===== src/rtl/alu_pipe.sv =====
// alu_pipe: two-stage valid/ready ALU; S1 holds operands, S2 holds the registered result and flags.
// Result bit WIDTH carries carry/borrow/shift-out; flags are {overflow, negative, carry, zero}.
module alu_pipe #(
   parameter int WIDTH = 8
) (
   input  logic             clk,
   input  logic             rst,
   input  logic             in_valid,
   output logic             in_ready,
   input  logic [WIDTH-1:0] a,
   input  logic [WIDTH-1:0] b,
   input  logic [2:0]       op,
   output logic             out_valid,
   input  logic             out_ready,
   output logic [WIDTH:0]   result,
   output logic [3:0]       flags
);
   localparam int SW = $clog2(WIDTH);
   logic             s1_v, s1_adv, in_fire, ovf, zero;
   logic [WIDTH-1:0] s1_a, s1_b;
   logic [2:0]       s1_op;
   logic [WIDTH:0]   r;
   logic [SW-1:0]    sh;
   assign s1_adv   = s1_v && (!out_valid || out_ready);
   assign in_ready = !rst && (!s1_v || s1_adv);
   assign in_fire  = in_valid && in_ready;
   assign sh       = s1_b[SW-1:0];
   always_comb begin
      r   = '0;
      ovf = 1'b0;
      case (s1_op)
         3'd0: begin
            r   = {1'b0, s1_a} + {1'b0, s1_b};
            ovf = (s1_a[WIDTH-1] == s1_b[WIDTH-1]) && (r[WIDTH-1] != s1_a[WIDTH-1]);
         end
         3'd1: begin
            r   = {1'b0, s1_a} - {1'b0, s1_b};
            ovf = (s1_a[WIDTH-1] != s1_b[WIDTH-1]) && (r[WIDTH-1] != s1_a[WIDTH-1]);
         end
         3'd2: r = {1'b0, s1_a & s1_b};
         3'd3: r = {1'b0, s1_a | s1_b};
         3'd4: r = {1'b0, s1_a ^ s1_b};
         // widening by one bit lets the last bit shifted out land in bit WIDTH
         3'd5: r = {1'b0, s1_a} << sh;
         3'd6: r = {1'b0, s1_a >> sh};
         default: r = {{WIDTH{1'b0}}, s1_a < s1_b};
      endcase
      zero = (s1_op == 3'd7) ? (s1_a == s1_b) : (r[WIDTH-1:0] == '0);
   end
   always_ff @(posedge clk or posedge rst) begin
      if (rst) begin
         s1_v      <= 1'b0;
         s1_a      <= '0;
         s1_b      <= '0;
         s1_op     <= '0;
         out_valid <= 1'b0;
         result    <= '0;
         flags     <= '0;
      end else begin
         if (in_fire) begin
            s1_v  <= 1'b1;
            s1_a  <= a;
            s1_b  <= b;
            s1_op <= op;
         end else if (s1_adv) begin
            s1_v <= 1'b0;
         end
         if (s1_adv) begin
            out_valid <= 1'b1;
            result    <= r;
            flags     <= {ovf, r[WIDTH-1], r[WIDTH], zero};
         end else if (out_ready) begin
            out_valid <= 1'b0;
         end
      end
   end
endmodule

===== config.mk =====
export PLATFORM = sky130hd
export DESIGN_NAME = alu_pipe
export DESIGN_NICKNAME = d
export VERILOG_FILES = /design/src/rtl/alu_pipe.sv
export SDC_FILE = /design/constraint.sdc
export NUM_CORES = 1
export LEC_CHECK = 0
export ABC_AREA = 1
export CELL_PAD_IN_SITES_DETAIL_PLACEMENT = 0
export CELL_PAD_IN_SITES_GLOBAL_PLACEMENT = 2
export CORE_UTILIZATION = 27
export DETAILED_ROUTE_END_ITERATION = 10
export PLACE_DENSITY = 0.85
export SLEW_MARGIN = 20
export SYNTH_ARGS = -nofsm -noshare
export SYNTH_HDL_FRONTEND = slang
export SYNTH_SLANG_ARGS = --single-unit

===== constraint.sdc =====
create_clock -name clk -period 2.05 [get_ports clk]
set_clock_uncertainty 0.1 [all_clocks]
set_input_delay 0.615 -clock clk [delete_from_list [all_inputs] [get_ports clk]]
set_output_delay 0.615 -clock clk [all_outputs]
set_load 0.02 [all_outputs]

==> summary.md, run 1 <==
| Metric | Value |
|---|---|
| Sequential fraction of the synthesis area | `around a quarter` |
| Die ar. | `roughly 0.012 mm²` |
| Final hold viol count | `0` |
| Worst Hold Path Cells | `2` |
| Overall power | `between 4 and 5 mW` |
| Placed Cells | `approximately 730` |
| Clock-pin transition on the worst setup and hold timing paths | `0.08 ns` |
| Maximum vdd drop | `between 200 and 300 µV` |
| Most frequent cells in the layout | `nand2_1, buf_4, nand3_1` |
| Yosys cell types | `26` |
| F_max | `approximately 460 MHz` |
| Die Ht | `between 100 and 150 µm` |
| Clock tree buffer depth | `2` |
| Worst skew pair latency | `~0.3 ns` |
| Reg2Reg Depth | `13` |
| Crit path max fanout | `3` |
| Final setup fails | `3` |
| Setup WS pre-CTS | `-0.584 ns` |
| Final antenna-violating net count | `0` |
| Synthesized Nets | `536` |
| DP Wirelength | `about 8.5 mm` |
| H-tree lvl count | `2` |
| Final Util | `roughly 43%` |
| Post-synth top area share | `26.4%` |
| I/O pins | `38` |
| Die X-Extent | `approximately 110 µm` |
| Nets | `about 660` |
| Fin cells | `747` |
| WL per Instance | `roughly 14 µm` |
| Root buffer cell | `clkbuf_8` |
| Post-DR vias/cell | `between 4 and 5` |
| Via count | `3511` |
| Avg Cell Area, Syn | `between 6 and 7 µm²` |
| CTS Buf Count | `5` |
| Max Slew Vio Count | `0` |
| Hold Crit Class | `reg2reg` |
| IO Port Bufs | `37` |
| Commonest non-fill, non-tap cell in the layout | `nand2_1` |
| Number of synthesized register bits | `32` |
| CTS tree | `done` |
| Global route overflow | `0` |
| Number of DRC markers in iteration 0 | `approximately 290` |
| First-pass GRT wire length | `around 17 mm` |
| Area growth syn-to-layout | `53.7%` |
| RSZ-0062 raised after global routing | `yes` |
| R2R Setup Slk | `-0.11 ns` |
| FP Rows | `38` |
| Final GP Congestion | `around 0.91` |
| Vias in the first global route | `around 3200` |
| Worst Tran Pin Value | `about 0.42 ns` |
| WP buf/inv | `2` |
| Max capacitance violation total | `0` |
| Status | `finished with violations` |
| Core region area | `between 0.01 and 0.015 mm²` |
| Initial Util | `~28%` |
| R2r endpoint | `flags[0]$_DFFE_PP0P_` |
| Crit path time final | `2.16 ns` |
| Initial antenna violation count | `0` |
| LEAKAGE | `2.35 nW` |
| Filler Cell Count | `around 1100` |
| Final WL | `10.6 mm` |
| Hold_sp | `flags[3]$_DFFE_PP0P_` |
| Slew margin rel. | `between 70% and 80%` |
| Hold EP | `flags[3]$_DFFE_PP0P_` |
| Failing checks | `negative setup slack` |
| Synthesized area | `0.00303 mm²` |
| Fin worst setup slack | `-0.111 ns` |
| Hold_buf cts | `0` |
| Top cells by area, synth | `dfrtp_1, nand2_1, nand3_1` |
| Clock Sinks | `32` |
| Drc violations | `0` |
| Inserted Diodes | `0` |
| Pwr/cell area | `between 800 and 900 mW/mm²` |
| Critical path startpoint | `s1_a[0]$_DFFE_PP0P_` |
| Area leader, netlist | `dfrtp_1` |
| Total track usage | `between 10% and 20%` |
| Crit path capture type | `register` |
| Final period utilization | `105%` |
| YS warnings | `0` |
| Slowest CP cell | `fa_2` |
| Largest net degree at the start of global routing | `33` |
| Drt first pass iters | `5` |
| Reg2reg start | `s1_a[0]$_DFFE_PP0P_` |
| Worst Setup Start Kind | `register` |
| Worst path most repeated cell | `nand2_1` |
| Layout cells sized above 1 | `a little under a third` |
| Cell Chain, Critical Path | `inv_2, ha_4, fa_2, inv_2, nand2_2, nand3_2, nor2_1, nand2_1, nor2_2, nand2_1, nor2_1, nand2_1, a21oi_2` |
| Worst Path Arrival | `2.29 ns` |
| CP delay by family, top | `adder cells` |
| Required time of the critical path | `between 2 and 2.5 ns` |
| Cell count after synthesis | `485` |
| Setup Crit Path Kind | `reg2reg` |
| CP peak stage delay | `approximately 0.54 ns` |
per-stage QoR:
step | hold slack [ns] | setup TNS [ns] | area, µm²
final | 0.384 | -0.150 | 4660
after global routing | 0.413 | -0.814 | 4660
after floorplan | 0.400 | -0.0159 | 3050
after CTS | 0.386 | -0.151 | 4300
after detailed placement | 0.368 | -1.84 | 4110
after global placement | 0.368 | -1.31 | 4110
synth_stat cells:
cell / n
fa_1: 2
inv_2: 4
nor4_1: 1
nor2_2: 5
nor2_1: 58
o21ai_0: 13
ha_1: 26
xor2_1: 3
nor3_1: 2
nand3_2: 1
clkbuf_1: 4
and2_1: 1
o31ai_1: 1
buf_1: 1
dfrtp_1: 32
nand3_1: 78
a41oi_1: 1
inv_1: 60
buf_2: 3
nand4_1: 10
o21ai_1: 1
buf_4: 8
or2_1: 1
nand2_1: 135
a21oi_1: 33
inv_4: 1
how the worst max path moves through the flow:
stage | endpoint | slack (ns) | cells past startpoint
after floorplan | in_ready | -0.02 | 3
after global placement | in_ready | -0.58 | 6
after detailed placement | in_ready | -0.58 | 6
after CTS | flags[0]$_DFFE_PP0P_ | -0.09 | 13
after global routing | flags[0]$_DFFE_PP0P_ | -0.26 | 14
final | flags[0]$_DFFE_PP0P_ | -0.11 | 13
area by class of cell:
type / count / area [µm²] / area share, %
multi-input cells: 372 / 2200 / 47.2
repair inverters: 1 / 6.26 / 0.134
clock inverters: 2 / 35.0 / 0.752
clock buffers: 6 / 72.6 / 1.56
well taps: 140 / 175 / 3.76
inverters: 65 / 255 / 5.48
repair buffers: 129 / 1110 / 23.9
flip-flops and latches: 32 / 805 / 17.3
what timing repair did:
action,CTS,global route
gates cloned,0,1
setup buffers,4,7
resized for setup,23,89
endpoints found under the hold margin,0,0
pin swaps,4,47
setup endpoints to repair,9,14
routing by layer:
| layer | track usage (%) | share of wire [%] | vias up |
|---|---|---|---|
| met5 | 0 | 0 | - |
| met4 | 5.97 | 1.8 | 0 |
| met3 | 1.87 | 3.8 | 13 |
| met2 | 29.1 | 45 | 92 |
| met1 | 26.9 | 49 | 1615 |
| li1 | - | - | 1791 |
worst min-delay path: cells and delay by family (launching register included):
family | cells | cell delay [ns]
and+or+nand+nor | 2 | 0.10
DFF | 1 | 0.35
power breakdown:
| part | switching [mW] | internal [mW] |
|---|---|---|
| Combinational | 1.38 | 1.15 |
| Clock | 0.268 | 0.361 |
| Sequential | 0.107 | 0.766 |
| Total | 1.76 | 2.28 |
sequential cells by signal (all words and copies together), names as in the netlist:
name and cells:
s1_op 3, result 8, out_valid 1, flags 3, s1_a 8, s1_b 8
s1_v 1
cell families (layout without fill, tap and decap cells):
kind of cell / Yosys count / after routing / share of synthesized area (%)
DFF: 32 / 32 / 26.4
AOI/OAI and AO/OA: 49 / 49 / 8.30
and+or+nand+nor: 292 / 292 / 41.1
buffers and inverters: 81 / 203 / 11.2
xor gates and xnor gates: 3 / 3 / 0.867
adders and majority gates: 28 / 28 / 12.1
Power figures use the tool's default switching activity.
==> run 2, diff against run 1 <==
--- a/config.mk
+++ b/config.mk
@@ -10,7 +10,8 @@
 export CELL_PAD_IN_SITES_GLOBAL_PLACEMENT = 2
 export CORE_UTILIZATION = 27
 export DETAILED_ROUTE_END_ITERATION = 10
-export PLACE_DENSITY = 0.85
+export PLACE_DENSITY = 0.73
+export REMOVE_ABC_BUFFERS = 1
 export SLEW_MARGIN = 20
 export SYNTH_ARGS = -nofsm -noshare
 export SYNTH_HDL_FRONTEND = slang
==> run 2 against run 1 <==
  * The run still ends with negative setup slack left
  * Global-route usage is 0.40 points higher
  * Die area did not move
  * Flip-flop and latch count stayed put
  * Clock power grew 2%
  * Routed wire length shrank 0.30%
  * Utilization is 0.38 points lower
  * Register-to-register slack got worse by 0.07 ns
  * Setup slack got worse by 0.072 ns
==> summary.md, run 2 (synthesis gave the netlist of run 1 again) <==
| Metric | Value |
|---|---|
| Final antenna-violating net count | `0 (unchanged)` |
| CP peak stage delay | `0.54 ns (about the same)` |
| Worst Tran Pin Value | `0.439 ns (was 0.421 ns)` |
| Crit path capture type | `register (unchanged)` |
| Setup TNS | `-0.200 ns (was -0.150 ns)` |
| Final period utilization | `109% (was 105%)` |
| Total track usage | `19.1% (was 18.7%)` |
| Switching pwr | `1.76 mW (about the same)` |
| Most frequent cells in the layout | `nand2_1, buf_4, nand3_1 (unchanged)` |
| Via count | `3410 (was 3511)` |
| Drt first pass iters | `4 (was 5)` |
| Internal power | `2.27 mW (was 2.28 mW)` |
| Global route overflow | `0 (unchanged)` |
| FP Rows | `38 (unchanged)` |
| Met3 wire length | `373 µm (was 401 µm)` |
| H-tree lvl count | `2 (unchanged)` |
| Max Slew Vio Count | `0 (unchanged)` |
| Maximum vdd drop | `362 µV (was 299 µV)` |
| Filler Cell Count | `1143 (was 1111)` |
| Largest net degree at the start of global routing | `40 (was 33)` |
| Placed Cells | `718 (was 727)` |
| Required time of the critical path | `2.18 ns (about the same)` |
| Root buffer cell | `clkbuf_8 (unchanged)` |
| Max layer used | `met4 (unchanged)` |
| Met1 WL | `5.11 mm (was 5.25 mm)` |
| Clock Sinks | `32 (unchanged)` |
| Die X-Extent | `108 µm (unchanged)` |
| Overall power | `4.04 mW (about the same)` |
| WP buf/inv | `1 (was 2)` |
| Hold Crit Class | `in2async (was reg2reg)` |
| CTS Buf Count | `5 (unchanged)` |
| Pwr/cell area | `874 mW/mm² (was 867 mW/mm²)` |
| Fin worst setup slack | `-0.182 ns (was -0.111 ns)` |
| DP Wirelength | `8.37 mm (was 8.53 mm)` |
| Final GP Congestion | `0.915 (was 0.908)` |
| Commonest non-fill, non-tap cell in the layout | `nand2_1 (unchanged)` |
| IO Port Bufs | `37 (unchanged)` |
| I/O pins | `38 (unchanged)` |
| Power share of the combinational group | `62.5% (was 62.8%)` |
| CTS tree | `done (unchanged)` |
| Die Ht | `108 µm (unchanged)` |
| Max capacitance violation total | `0 (unchanged)` |
| Layout cells sized above 1 | `30.5% (was 31.1%)` |
| Crit path time final | `2.23 ns (was 2.16 ns)` |
| Final Cell Area | `0.00462 mm² (was 0.00466 mm²)` |
| Drc violations | `0 (unchanged)` |
| First-pass GRT wire length | `16.8 mm (was 16.5 mm)` |
| Number of DRC markers in iteration 0 | `121 (was 288)` |
| Initial antenna violation count | `0 (unchanged)` |
| Core region area | `0.0109 mm² (unchanged)` |
| Final setup fails | `2 (was 3)` |
| CP delay by family, top | `adder cells (unchanged)` |
| Largest regs | `result: 8 flops, s1_a: 8 flops, s1_b: 8 flops (unchanged)` |
| Failing checks | `negative setup slack (unchanged)` |
| Clock tree buffer depth | `2 (unchanged)` |
| DR WL met2 | `4.96 mm (was 4.79 mm)` |
| Clock power frac | `15.9% (was 15.6%)` |
| Status | `finished with violations (unchanged)` |
| Net Sw Frac | `43.7% (was 43.6%)` |
| Post-placement cell area | `0.00404 mm² (was 0.00411 mm²)` |
| Initial Util | `27.8% (unchanged)` |
| Inserted Diodes | `0 (unchanged)` |
| RSZ-0062 raised after global routing | `yes (unchanged)` |
| Slowest CP cell | `fa_2 (unchanged)` |
| F_max | `448 MHz (was 463 MHz)` |
| Worst Setup Start Kind | `register (unchanged)` |
| Final Util | `42.4% (was 42.8%)` |
| Worst skew pair latency | `0.31 ns (was 0.30 ns)` |
| Cell Chain, Critical Path | `ha_4, fa_2, inv_2, nand2_2, nand3_2, nor2_2, nand2_2, nor2_2, nand2_1, nor2_1, nand2_1, a21oi_1 (was inv_2, ha_4, fa_2, inv_2, nand2_2, nand3_2, nor2_1, nand2_1, nor2_2, nand2_1, nor2_1, nand2_1, a21oi_2)` |
| Seq pwr share | `21.5% (was 21.6%)` |
| Die ar. | `0.0117 mm² (unchanged)` |
| Final hold viol count | `0 (unchanged)` |
| LEAKAGE | `2.32 nW (was 2.35 nW)` |
| Post-DR vias/cell | `4.63 (was 4.70)` |
| Clock-pin transition on the worst setup and hold timing paths | `0.08 ns (about the same)` |
| Setup Crit Path Kind | `reg2reg (unchanged)` |
| WL per Instance | `14.4 µm (was 14.2 µm)` |
| Vias in the first global route | `3306 (was 3209)` |
| Nets | `646 (was 657)` |
| Fin cells | `736 (was 747)` |
| Final WL | `10.6 mm (about the same)` |
| Worst Path Arrival | `2.36 ns (was 2.29 ns)` |
| Crit path max fanout | `3 (unchanged)` |
| Area growth syn-to-layout | `52.3% (was 53.7%)` |
| Slew margin rel. | `70.7% (was 71.9%)` |
run 2: changes by cell type in the layout (fill, tap and decap cells not counted), sizes merged:
cell and delta:
clkinvlp -1, dlymetal6s2s +1, clkdlybuf4s50 +1, buf -10, dlygate4sd2 -2
run 2: repair_timing:
item / 4_1_cts / 5_1_grt
pin swaps: 3 / 35
gates resized for setup: 21 / 89
endpoints found under the setup margin: 12 / 15
endpoints found under the hold margin: 0 / 0
gates cloned: 0 / 0
hold buffers: 0 / 0
buffers inserted: 2 / 8
run 2: area by class of cell:
class / instances / area (µm²) / area share [%]
inverters: 65 / 246 / 5.34
repair buffers: 119 / 1050 / 22.8
flip-flops and latches: 32 / 805 / 17.4
clock buffers: 6 / 72.6 / 1.57
clock inverters: 2 / 35.0 / 0.759
multi-input cells: 372 / 2230 / 48.3
well taps: 140 / 175 / 3.79
run 2: path summary, 6_finish.rpt:
path	start	to	slack, ns	cells past startpoint
max	s1_b[0]$_DFFE_PP0P_	flags[0]$_DFFE_PP0P_	-0.18	12
min	rst	s1_b[7]$_DFFE_PP0P_	0.34	3
max reg2reg	s1_b[0]$_DFFE_PP0P_	flags[0]$_DFFE_PP0P_	-0.18	12
min reg2reg	result[1]$_DFFE_PP0P_	result[1]$_DFFE_PP0P_	0.38	2
max in group asynchronous	rst	s1_a[0]$_DFFE_PP0P_	1.17	3
min in group clk	result[1]$_DFFE_PP0P_	result[1]$_DFFE_PP0P_	0.38	2
run 2: power by group through the flow:
stage	registers (mW)	logic (mW)	clock network [mW]
5_1_grt	0.888	2.79	0.688
3_3_place_gp	0.873	2.12	0
6_report	0.869	2.52	0.644
4_1_cts	0.862	2.18	0.661
2_1_floorplan	1.01	0.972	0
3_5_place_dp	0.876	2.11	0
run 2: metal layers:
metal	track usage, %	vias to the layer above
li1	-	1766
met2	31.6	53
met3	2.71	9
met4	5.38	0
met5	0	-
met1	25.6	1582
run 2: metrics by stage:
stage | setup WS (ns) | hold WS (ns)
2_1_floorplan | -0.600 | 0.402
3_3_place_gp | -0.571 | 0.371
3_5_place_dp | -0.583 | 0.368
4_1_cts | -0.129 | 0.390
5_1_grt | -0.264 | 0.409
6_report | -0.182 | 0.345
run 2: tightest hold or removal path, cell delays in order:
cell            delay [ns]
dlymetal6s2s_1        0.12
inv_1                 0.06
buf_4                 0.39
